## src/rtl/sr_latch_sequencer_if.sv

```systemverilog
// Bus between the SR latch sequencer and its environment: two requesters plus
// the drive/feedback pins of the shared latch.
`timescale 1ns/1ps

interface sr_latch_sequencer_if;
  logic req_a;
  logic op_a;
  logic req_b;
  logic op_b;
  logic q_in;
  logic nq_in;
  logic s_out;
  logic r_out;
  logic ack_a;
  logic ack_b;
  logic err;
  logic busy;

  // The master is the environment side: both requesters and the latch feedback.
  modport master (
    output req_a, op_a, req_b, op_b, q_in, nq_in,
    input  s_out, r_out, ack_a, ack_b, err, busy
  );

  modport slave (
    input  req_a, op_a, req_b, op_b, q_in, nq_in,
    output s_out, r_out, ack_a, ack_b, err, busy
  );
endinterface

```

## src/rtl/sr_latch_sequencer.sv

```systemverilog
// Round-robin sequencer for a shared SR latch: timed S/R pulse, settle window,
// Q/NQ feedback check and a one-cycle acknowledge to the owning requester.
`timescale 1ns/1ps

module sr_latch_sequencer #(
  parameter int unsigned PULSE_LEN  = 2,
  parameter int unsigned SETTLE_LEN = 1
) (
  input  logic                  clk,
  input  logic                  rst_n,
  sr_latch_sequencer_if.slave   bus
);

  localparam int unsigned CNT_W = 4;

  if (PULSE_LEN < 1 || PULSE_LEN > 15) begin : g_bad_pulse_len
    $error("sr_latch_sequencer: PULSE_LEN must be in 1..15");
  end
  if (SETTLE_LEN < 1 || SETTLE_LEN > 15) begin : g_bad_settle_len
    $error("sr_latch_sequencer: SETTLE_LEN must be in 1..15");
  end

  localparam logic [CNT_W-1:0] PULSE_LOAD  = CNT_W'(PULSE_LEN - 1);
  localparam logic [CNT_W-1:0] SETTLE_LOAD = CNT_W'(SETTLE_LEN - 1);

  typedef enum logic [1:0] {
    IDLE   = 2'd0,
    PULSE  = 2'd1,
    SETTLE = 2'd2,
    CHECK  = 2'd3
  } state_e;

  typedef enum logic {
    SIDE_A = 1'b0,
    SIDE_B = 1'b1
  } side_e;

  state_e           state_q, state_d;
  logic [CNT_W-1:0] cnt_q,   cnt_d;
  side_e            owner_q, owner_d;
  side_e            ptr_q,   ptr_d;
  logic             op_q,    op_d;

  logic s_q,     s_d;
  logic r_q,     r_d;
  logic ack_a_q, ack_a_d;
  logic ack_b_q, ack_b_d;
  logic busy_q,  busy_d;

  // ---------------------------------------------------------------------------
  // State and output registers
  // ---------------------------------------------------------------------------
  // NOTE: every register here uses non-blocking assignment so all flops update
  // together from the values computed in the combinational processes.
  always_ff @(posedge clk or negedge rst_n) begin
    if (!rst_n) begin
      state_q <= IDLE;
      cnt_q   <= '0;
      owner_q <= SIDE_A;
      ptr_q   <= SIDE_A;
      op_q    <= 1'b0;
      s_q     <= 1'b0;
      r_q     <= 1'b0;
      ack_a_q <= 1'b0;
      ack_b_q <= 1'b0;
      busy_q  <= 1'b0;
    end else begin
      state_q <= state_d;
      cnt_q   <= cnt_d;
      owner_q <= owner_d;
      ptr_q   <= ptr_d;
      op_q    <= op_d;
      s_q     <= s_d;
      r_q     <= r_d;
      ack_a_q <= ack_a_d;
      ack_b_q <= ack_b_d;
      busy_q  <= busy_d;
    end
  end

  // ---------------------------------------------------------------------------
  // Next-state logic
  // ---------------------------------------------------------------------------
  // NOTE: each variable gets a default before the case so no path leaves it
  // unassigned, which would otherwise infer a latch.
  always_comb begin
    state_d = state_q;
    cnt_d   = cnt_q;
    owner_d = owner_q;
    ptr_d   = ptr_q;
    op_d    = op_q;

    case (state_q)
      IDLE: begin
        if (bus.req_a || bus.req_b) begin
          if (bus.req_a && bus.req_b) begin
            owner_d = ptr_q;
          end else if (bus.req_b) begin
            owner_d = SIDE_B;
          end else begin
            owner_d = SIDE_A;
          end
          op_d    = (owner_d == SIDE_B) ? bus.op_b : bus.op_a;
          cnt_d   = PULSE_LOAD;
          state_d = PULSE;
        end
      end

      PULSE: begin
        if (cnt_q == '0) begin
          cnt_d   = SETTLE_LOAD;
          state_d = SETTLE;
        end else begin
          cnt_d = cnt_q - CNT_W'(1);
        end
      end

      SETTLE: begin
        if (cnt_q == '0) begin
          state_d = CHECK;
        end else begin
          cnt_d = cnt_q - CNT_W'(1);
        end
      end

      CHECK: begin
        // Hand priority to the other side so continuous contention alternates.
        ptr_d   = (owner_q == SIDE_A) ? SIDE_B : SIDE_A;
        state_d = IDLE;
      end

      default: state_d = IDLE;
    endcase
  end

  // ---------------------------------------------------------------------------
  // Output logic: values for the output registers, decoded from the next state
  // so s_out/r_out/ack/busy line up exactly with the state they belong to.
  // ---------------------------------------------------------------------------
  always_comb begin
    s_d     = (state_d == PULSE) &&  op_d;
    r_d     = (state_d == PULSE) && !op_d;
    busy_d  = (state_d != IDLE);
    ack_a_d = (state_d == CHECK) && (owner_d == SIDE_A);
    ack_b_d = (state_d == CHECK) && (owner_d == SIDE_B);
  end

  // s_out and r_out come from one op bit through complementary terms, so the
  // forbidden S=R=1 drive cannot occur, and reset clears both at once.
  assign bus.s_out = s_q;
  assign bus.r_out = r_q;
  assign bus.ack_a = ack_a_q;
  assign bus.ack_b = ack_b_q;
  assign bus.busy  = busy_q;

  // Feedback is judged during the CHECK cycle itself: Q must equal op and NQ
  // must be its complement.
  assign bus.err = (state_q == CHECK) &&
                   ((bus.q_in != op_q) || (bus.nq_in == op_q));

endmodule
```

## src/flat_wrapper.sv

```systemverilog
// flat-port wrapper written by rule: the top's interface ports become plain ports
module sr_latch_sequencer_flat 
#(
  parameter int unsigned PULSE_LEN  = 2,
  parameter int unsigned SETTLE_LEN = 1
)
  (clk, rst_n, bus_req_a, bus_op_a, bus_req_b, bus_op_b, bus_q_in, bus_nq_in, bus_s_out, bus_r_out, bus_ack_a, bus_ack_b, bus_err, bus_busy);
  sr_latch_sequencer_if bus_i ();
  input  logic clk;
  input  logic rst_n;
  input wire logic [$bits(bus_i.req_a)-1:0] bus_req_a;
  input wire logic [$bits(bus_i.op_a)-1:0] bus_op_a;
  input wire logic [$bits(bus_i.req_b)-1:0] bus_req_b;
  input wire logic [$bits(bus_i.op_b)-1:0] bus_op_b;
  input wire logic [$bits(bus_i.q_in)-1:0] bus_q_in;
  input wire logic [$bits(bus_i.nq_in)-1:0] bus_nq_in;
  output wire logic [$bits(bus_i.s_out)-1:0] bus_s_out;
  output wire logic [$bits(bus_i.r_out)-1:0] bus_r_out;
  output wire logic [$bits(bus_i.ack_a)-1:0] bus_ack_a;
  output wire logic [$bits(bus_i.ack_b)-1:0] bus_ack_b;
  output wire logic [$bits(bus_i.err)-1:0] bus_err;
  output wire logic [$bits(bus_i.busy)-1:0] bus_busy;
  assign bus_i.req_a = bus_req_a;
  assign bus_i.op_a = bus_op_a;
  assign bus_i.req_b = bus_req_b;
  assign bus_i.op_b = bus_op_b;
  assign bus_i.q_in = bus_q_in;
  assign bus_i.nq_in = bus_nq_in;
  assign bus_s_out = bus_i.s_out;
  assign bus_r_out = bus_i.r_out;
  assign bus_ack_a = bus_i.ack_a;
  assign bus_ack_b = bus_i.ack_b;
  assign bus_err = bus_i.err;
  assign bus_busy = bus_i.busy;
  sr_latch_sequencer #(.PULSE_LEN(PULSE_LEN), .SETTLE_LEN(SETTLE_LEN)) u_core (.clk(clk), .rst_n(rst_n), .bus(bus_i));
endmodule
```

## config.mk

```make
export PLATFORM = sky130hd
export DESIGN_NAME = sr_latch_sequencer_flat
export DESIGN_NICKNAME = d
export VERILOG_FILES = /design/src/rtl/sr_latch_sequencer_if.sv /design/src/rtl/sr_latch_sequencer.sv /design/src/flat_wrapper.sv
export SDC_FILE = /design/constraint.sdc
export NUM_CORES = 1
export LEC_CHECK = 0
export BUFFER_PORTS_ARGS = -buffer_cell sky130_fd_sc_hd__buf_2
export CAP_MARGIN = 20
export CORE_MARGIN = 4
export CORE_UTILIZATION = 53
export CTS_CLUSTER_DIAMETER = 200
export CTS_CLUSTER_SIZE = 24
export DETAILED_ROUTE_END_ITERATION = 8
export GPL_TIMING_DRIVEN = 0
export PLACE_DENSITY = 0.81
export SETUP_SLACK_MARGIN = 0.3
export SYNTH_ARGS = -nofsm -noshare
export SYNTH_HDL_FRONTEND = slang
export SYNTH_SLANG_ARGS = --single-unit
export TNS_END_PERCENT = 30
```

## constraint.sdc

```tcl
create_clock -name clk -period 2.25 [get_ports clk]
set_input_delay 0.225 -clock clk [delete_from_list [all_inputs] [get_ports clk]]
set_output_delay 0.225 -clock clk [all_outputs]
set_load 0.01 [all_outputs]
```

**Word level (Yosys, flattened, before mapping)**

Index checks and enable logic that the tools add are counted.

- Add/subtract/negate cells: 1
- Multiply operators: 0
- Div/mod/pow operators: 0
- $lt $le $gt $ge: 0
- Eq/ne operators: 9
- Shifts and indexed selects: 0
- Multiplexer cells: 18
- Bitwise operators: 1
- Reductions and logical operators: 14

Operator list:

| kind | count |
|---|---|
| $mux W4 | 3 |
| $pmux W4 S3 | 1 |
| $mux W1 | 10 |
| $pmux W2 S4 | 1 |
| $eq A2 B2 Y1 const B | 3 |
| $logic_and A1 B1 Y1 | 6 |
| $mux W2 | 3 |
| $eq A2 B1 Y1 const B | 2 |
| $logic_not A4 Y1 | 1 |
| $sub A4 B1 Y4 const B | 1 |
| $reduce_and A3 Y1 | 1 |
| $reduce_bool A3 Y1 | 1 |
| $logic_not A2 Y1 | 1 |
| $logic_or A1 B1 Y1 | 2 |
| $ne A2 B1 Y1 const B | 1 |
| $ne A2 B2 Y1 const B | 1 |
| $reduce_bool A2 Y1 | 1 |
| $eq A1 B1 Y1 | 1 |
| $logic_not A1 Y1 | 1 |
| $ne A1 B1 Y1 | 1 |
| $not A1 Y1 | 1 |

- Flip-flop bits (word level): 14
- Bits in latches: 0
- RAM bits: 0
- Memory bits (read-only): 0
- Input bits: 8
- Output and inout port bits: 6
- Logic and storage cells: 53
- Memories: 0

**Longest topological paths before layout**

- Depth after elaboration: 9
- Gate-level depth with buffers: 7
- Depth with buffers taken out: 7

**Least setup slack after synthesis**

OpenSTA, ideal clock, no wires.

- Path type: register to register
- Start point: reg u_core.state_q[1]
- End point: reg u_core.ack_a_q, in the netlist u_core.bus.ack_a
- Setup time: 0.134 ns
- Arrival time: 1.543 ns
- Required time: 2.116 ns
- Path slack: 0.574 ns
- Stages on the path, launching flop included: 7
- Buffers on the path: 0
- Period minus slack after synthesis: 1.676 ns
- Cell sequence: dfrtp_1 -> inv_1 -> ha_1 -> or4b_1 -> o31a_2 -> o31ai_4 -> nor3_1

- Word-level cells in the longest chain between the ends: 4
- Elaborated cells on any way between the ends: 12
- Classes of those cells: 4 x eq/ne; 5 x mux; 1 x bitwise; 2 x reduce/logical

RTL lines:

| item | line | text |
|---|---|---|
| from (decl) | sr_latch_sequencer.sv:38 | `state_e state_q, state_d;` |
| from (signal assigned) | sr_latch_sequencer.sv:68 | `state_q <= state_d;` |
| $eq A2 B2 Y1 (tied with other cells) | sr_latch_sequencer.sv:93 | `case (state_q)` |
| $pmux W2 S4 or $mux W1 (tied branches) | sr_latch_sequencer.sv:93 |  |
| $eq A2 B2 Y1 or $not A1 Y1 (tied branches) | sr_latch_sequencer.sv:144 | `ack_a_d = (state_d == CHECK) && (owner_d == SIDE_A);` |
| $logic_and A1 B1 Y1 * | sr_latch_sequencer.sv:144 |  |
| named net u_core.ack_a_d | sr_latch_sequencer.sv:46 | `logic ack_a_q, ack_a_d;` |
| to (signal assigned) | sr_latch_sequencer.sv:75 | `ack_a_q <= ack_a_d;` |
| to (decl) | sr_latch_sequencer.sv:46 |  |

Mark *: on every way through the listed nets, which the timed path passes. The rest lies on a longest branch.
A chain may end at the register's enable or synchronous reset.

**Final worst setup path**

- Start point: reg u_core.state_q[0]
- End point: reg u_core.cnt_q[0]

- Word-level cells in the longest chain between the ends: 3
- Elaborated cells on any way between the ends: 8
- Classes of those cells: 4 x eq/ne; 1 x mux; 3 x reduce/logical

RTL lines:

| item | line | text |
|---|---|---|
| $eq A2 B2 Y1 (tied with other cells) | sr_latch_sequencer.sv:93 |  |
| $ne A2 B2 Y1 (no line) (tied with other cells) | - |  |
| $reduce_and A3 Y1 (no line) | - |  |
| to (signal assigned) | sr_latch_sequencer.sv:69 | `cnt_q <= cnt_d;` |
| to (decl) | sr_latch_sequencer.sv:39 | `logic [CNT_W-1:0] cnt_q, cnt_d;` |

Parallel ways exist; a longest one is shown, timed or not.

==> summary.txt <==
Status
  • Run status: finished clean

Finish
  • Layout cells sized above 1: 25.3%
  • Final cell area excluding filler cells: 952 um^2
  • Fin nets: 111
  • Most common cell after layout, fill and taps aside: dfrtp_1
  • Area growth from synthesis to layout: 16.2%
  • Antenna diodes: 0
  • Most frequent cells in the layout: dfrtp_1, buf_2, nand2_1
  • Final Util: 68.9%

Timing
  • Setup Skew: 0.00435 ns
  • Slew HR: 68.5%
  • Worst Tran Pin Value: 0.472 ns
  • Max Fclk: 552 MHz
  • Min Tclk post-route: 1.81 ns
  • Final Max Tran Viols: 0
  • RSZ-0062 raised after global routing: false
  • Setup violators final: 0
  • Period utilisation layout: 80.5%
  • Hold Vio Cnt, Final: 0
  • Sum of negative setup slack: 0 ns
  • Final worst slack: 0.438 ns

Setup path
  • Setup slack, reg-to-reg: 0.44 ns
  • FF-to-FF path depth: 5
  • Critical path endpoint category: register
  • R2R Path End: u_core.cnt_q[0]$_DFFE_PN0P_
  • Worst Path Max Fanout: 7
  • CP startpoint: u_core.state_q[0]$_DFF_PN0_
  • Critical path capture point: u_core.cnt_q[0]$_DFFE_PN0P_
  • Crit path required time: 2.41 ns
  • RR Startpoint: u_core.state_q[0]$_DFF_PN0_
  • Worst EP arrival: 1.97 ns
  • Worst setup SP type: register
  • Setup CP Type: register to register

Synth
  • Post-synth cell types: 32
  • Warnings from Yosys: 0
  • Top_reg_cell synth: dfrtp_1
  • Post-Syn Nets: 92
  • Syn_area_per_cell: 10.6 um^2
  • Synth Cell Area: 820 um^2
  • Ys async rst share: 100%
  • Sequential area share after synthesis: 42.7%
  • EDFF count, synth: 0
  • Cells after synthesis: 77
  • Flops & latches, synth: 14

Die
  • Row count: 13
  • Die height: 47.3 um
  • # IOs: 14
  • Core ar.: 0.00138 mm^2
  • Die width: 47.3 um
  • Die Area: 0.00224 mm^2
  • Initial Util: 59.3%

Detailed routing
  • Routed via count: 636
  • Avg WL per Cell: 15.1 um
  • DRC viols: 0
  • Detailed Routing Iterations Pass 1: 4
  • DRT Wirelength: 1660 um
  • Initial drt markers: 10
  • Vias per inst: 5.78
  • Antenna Nets Post-Route: 0

Power and ir drop
  • LEAKAGE: 0.466 nW
  • Power per Cell Area: 1400 mW/mm^2
  • Switching pwr: 573 uW
  • Switching Share: 42.9%
  • Combinational share of power: 54.0%
  • Sequential share of power: 33.0%
  • Clk network pwr share: 13.0%
  • Pint: 762 uW
  • Peak supply drop: 0.849 mV

Global route
  • Total track usage: 17.8%
  • Global routing's busiest layer: met2
  • Initial antenna violation count: 0
  • Number of global-route vias before repair: 594
  • GR Layer Usage met1: 22.1%
  • Total grt overflow: 0
  • Global-route wire length before repair: 2590 um
  • Largest net degree at the start of global routing: 15
  • Global Route met3 Usage: 4.98%
  • Met2 usage: 26.7%

Clock tree
  • CTS Buf Count: 3
  • CTS sink count: 14
  • CTS Buffer Depth: 2
  • CTS tree: yes
  • Skew-Pair Late Insertion Delay: 0.28 ns
  • CTS clk-pin slew, worst paths: 0.08 ns
  • H-tree levels: 1
  • Root Buffer: clkbuf_4

Placement
  • Final Wtd Congestion: 0.735
  • Port Buf Inserts: 13
  • Post-DP HPWL: 1210 um
  • Worst slack at placement: 0.412 ns
  • Post-place instance area: 903 um^2

Worst hold path
  • Hold crit path type: primary input to register

Flow run
  • Max-cap violation count: 0
timing repair:
| item | in CTS | in global routing |
|---|---|---|
| setup buffers | 0 | 0 |
| setup endpoints to repair | 0 | 1 |
| gates resized for setup | 0 | 1 |
| hold buffers | 1 | 0 |
| endpoints found under the hold margin | 14 | 0 |
registers in the layout (all words and copies together), names as in the netlist:
name	count
u_core.owner_q	1
u_core.cnt_q	4
u_core.state_q	2
u_core.bus.s_out	1
u_core.ptr_q	1
u_core.bus.ack_a	1
u_core.bus.ack_b	1
u_core.bus.busy	1
u_core.bus.r_out	1
u_core.op_q	1
worst min-delay path by stage:
stage / from / end / slack (ns) / cells past startpoint
6_report: bus_req_b / u_core.owner_q$_DFF_PN0_ / 0.33 / 2
5_1_grt: bus_req_b / u_core.owner_q$_DFF_PN0_ / 0.35 / 2
4_1_cts: bus_req_b / u_core.owner_q$_DFF_PN0_ / 0.33 / 2
3_5_place_dp: rst_n / u_core.bus.ack_a$_DFF_PN0_ / 0.12 / 1
3_3_place_gp: rst_n / u_core.bus.ack_a$_DFF_PN0_ / 0.12 / 1
2_1_floorplan: rst_n / u_core.bus.ack_a$_DFF_PN0_ / -0.07 / 0
through the flow:
| stage | hold slack, ns | power, mW | std cells |
|---|---|---|---|
| floorplan | -0.0706 | 0.979 | 77 |
| global placement | 0.118 | 1.11 | 105 |
| detailed placement | 0.124 | 1.16 | 105 |
| CTS | 0.326 | 1.33 | 110 |
| global route | 0.346 | 1.45 | 110 |
| finish | 0.332 | 1.34 | 110 |
kinds of logic (layout without fill, tap and decap cells):
| group | count (synthesis) | in the layout | synth area share, % |
|---|---|---|---|
| AND/OR/NAND/NOR | 29 | 29 | 20.6 |
| AO/OA/AOI/OAI | 19 | 19 | 21.5 |
| flip-flops | 14 | 14 | 42.7 |
| adder cells (fa/ha/maj) | 7 | 7 | 10.7 |
| buffers and inverters | 7 | 25 | 3.21 |
| multiplexers | 1 | 1 | 1.22 |
power by group through the flow:
| stage | registers (mW) | logic, mW | clock network, mW |
|---|---|---|---|
| after CTS | 0.437 | 0.715 | 0.179 |
| after detailed placement | 0.440 | 0.716 | 0 |
| after global routing | 0.452 | 0.803 | 0.191 |
| after floorplan | 0.439 | 0.541 | 0 |
| after global placement | 0.434 | 0.680 | 0 |
| final | 0.440 | 0.722 | 0.173 |
synthesized netlist by cell type (2+ instances only):
cell type / instances / area share, %
nand2_1: 9 / 4.1
nand3_1: 2 / 1.2
nor2_1: 5 / 2.3
inv_1: 7 / 3.2
ha_1: 7 / 11
o21ai_0: 2 / 1.2
a32o_1: 2 / 2.4
a21oi_1: 4 / 2.4
dfrtp_1: 14 / 43
nor3_1: 3 / 1.8
area by class of cell:
type	count	area (um^2)
clock buffer	4	36.3
fill	103	430
inverter	7	26.3
multi-input combinational	56	445
sequential	14	350
tap	15	18.8
timing repair buffer	14	75.1
routing by layer:
layer,part of all wire [%],wire length (um)
met1,44,733
met2,48,790
met3,4.6,76
met4,3.6,60
met5,0,0
worst max-delay path, cell delays in order, from the launching register on:
cell and delay (ns):
dfrtp_1 0.42, inv_1 0.11, ha_1 0.34, a221oi_1 0.50, a21oi_1 0.14, o21bai_1 0.18
(Power assumes the default switching activity.)
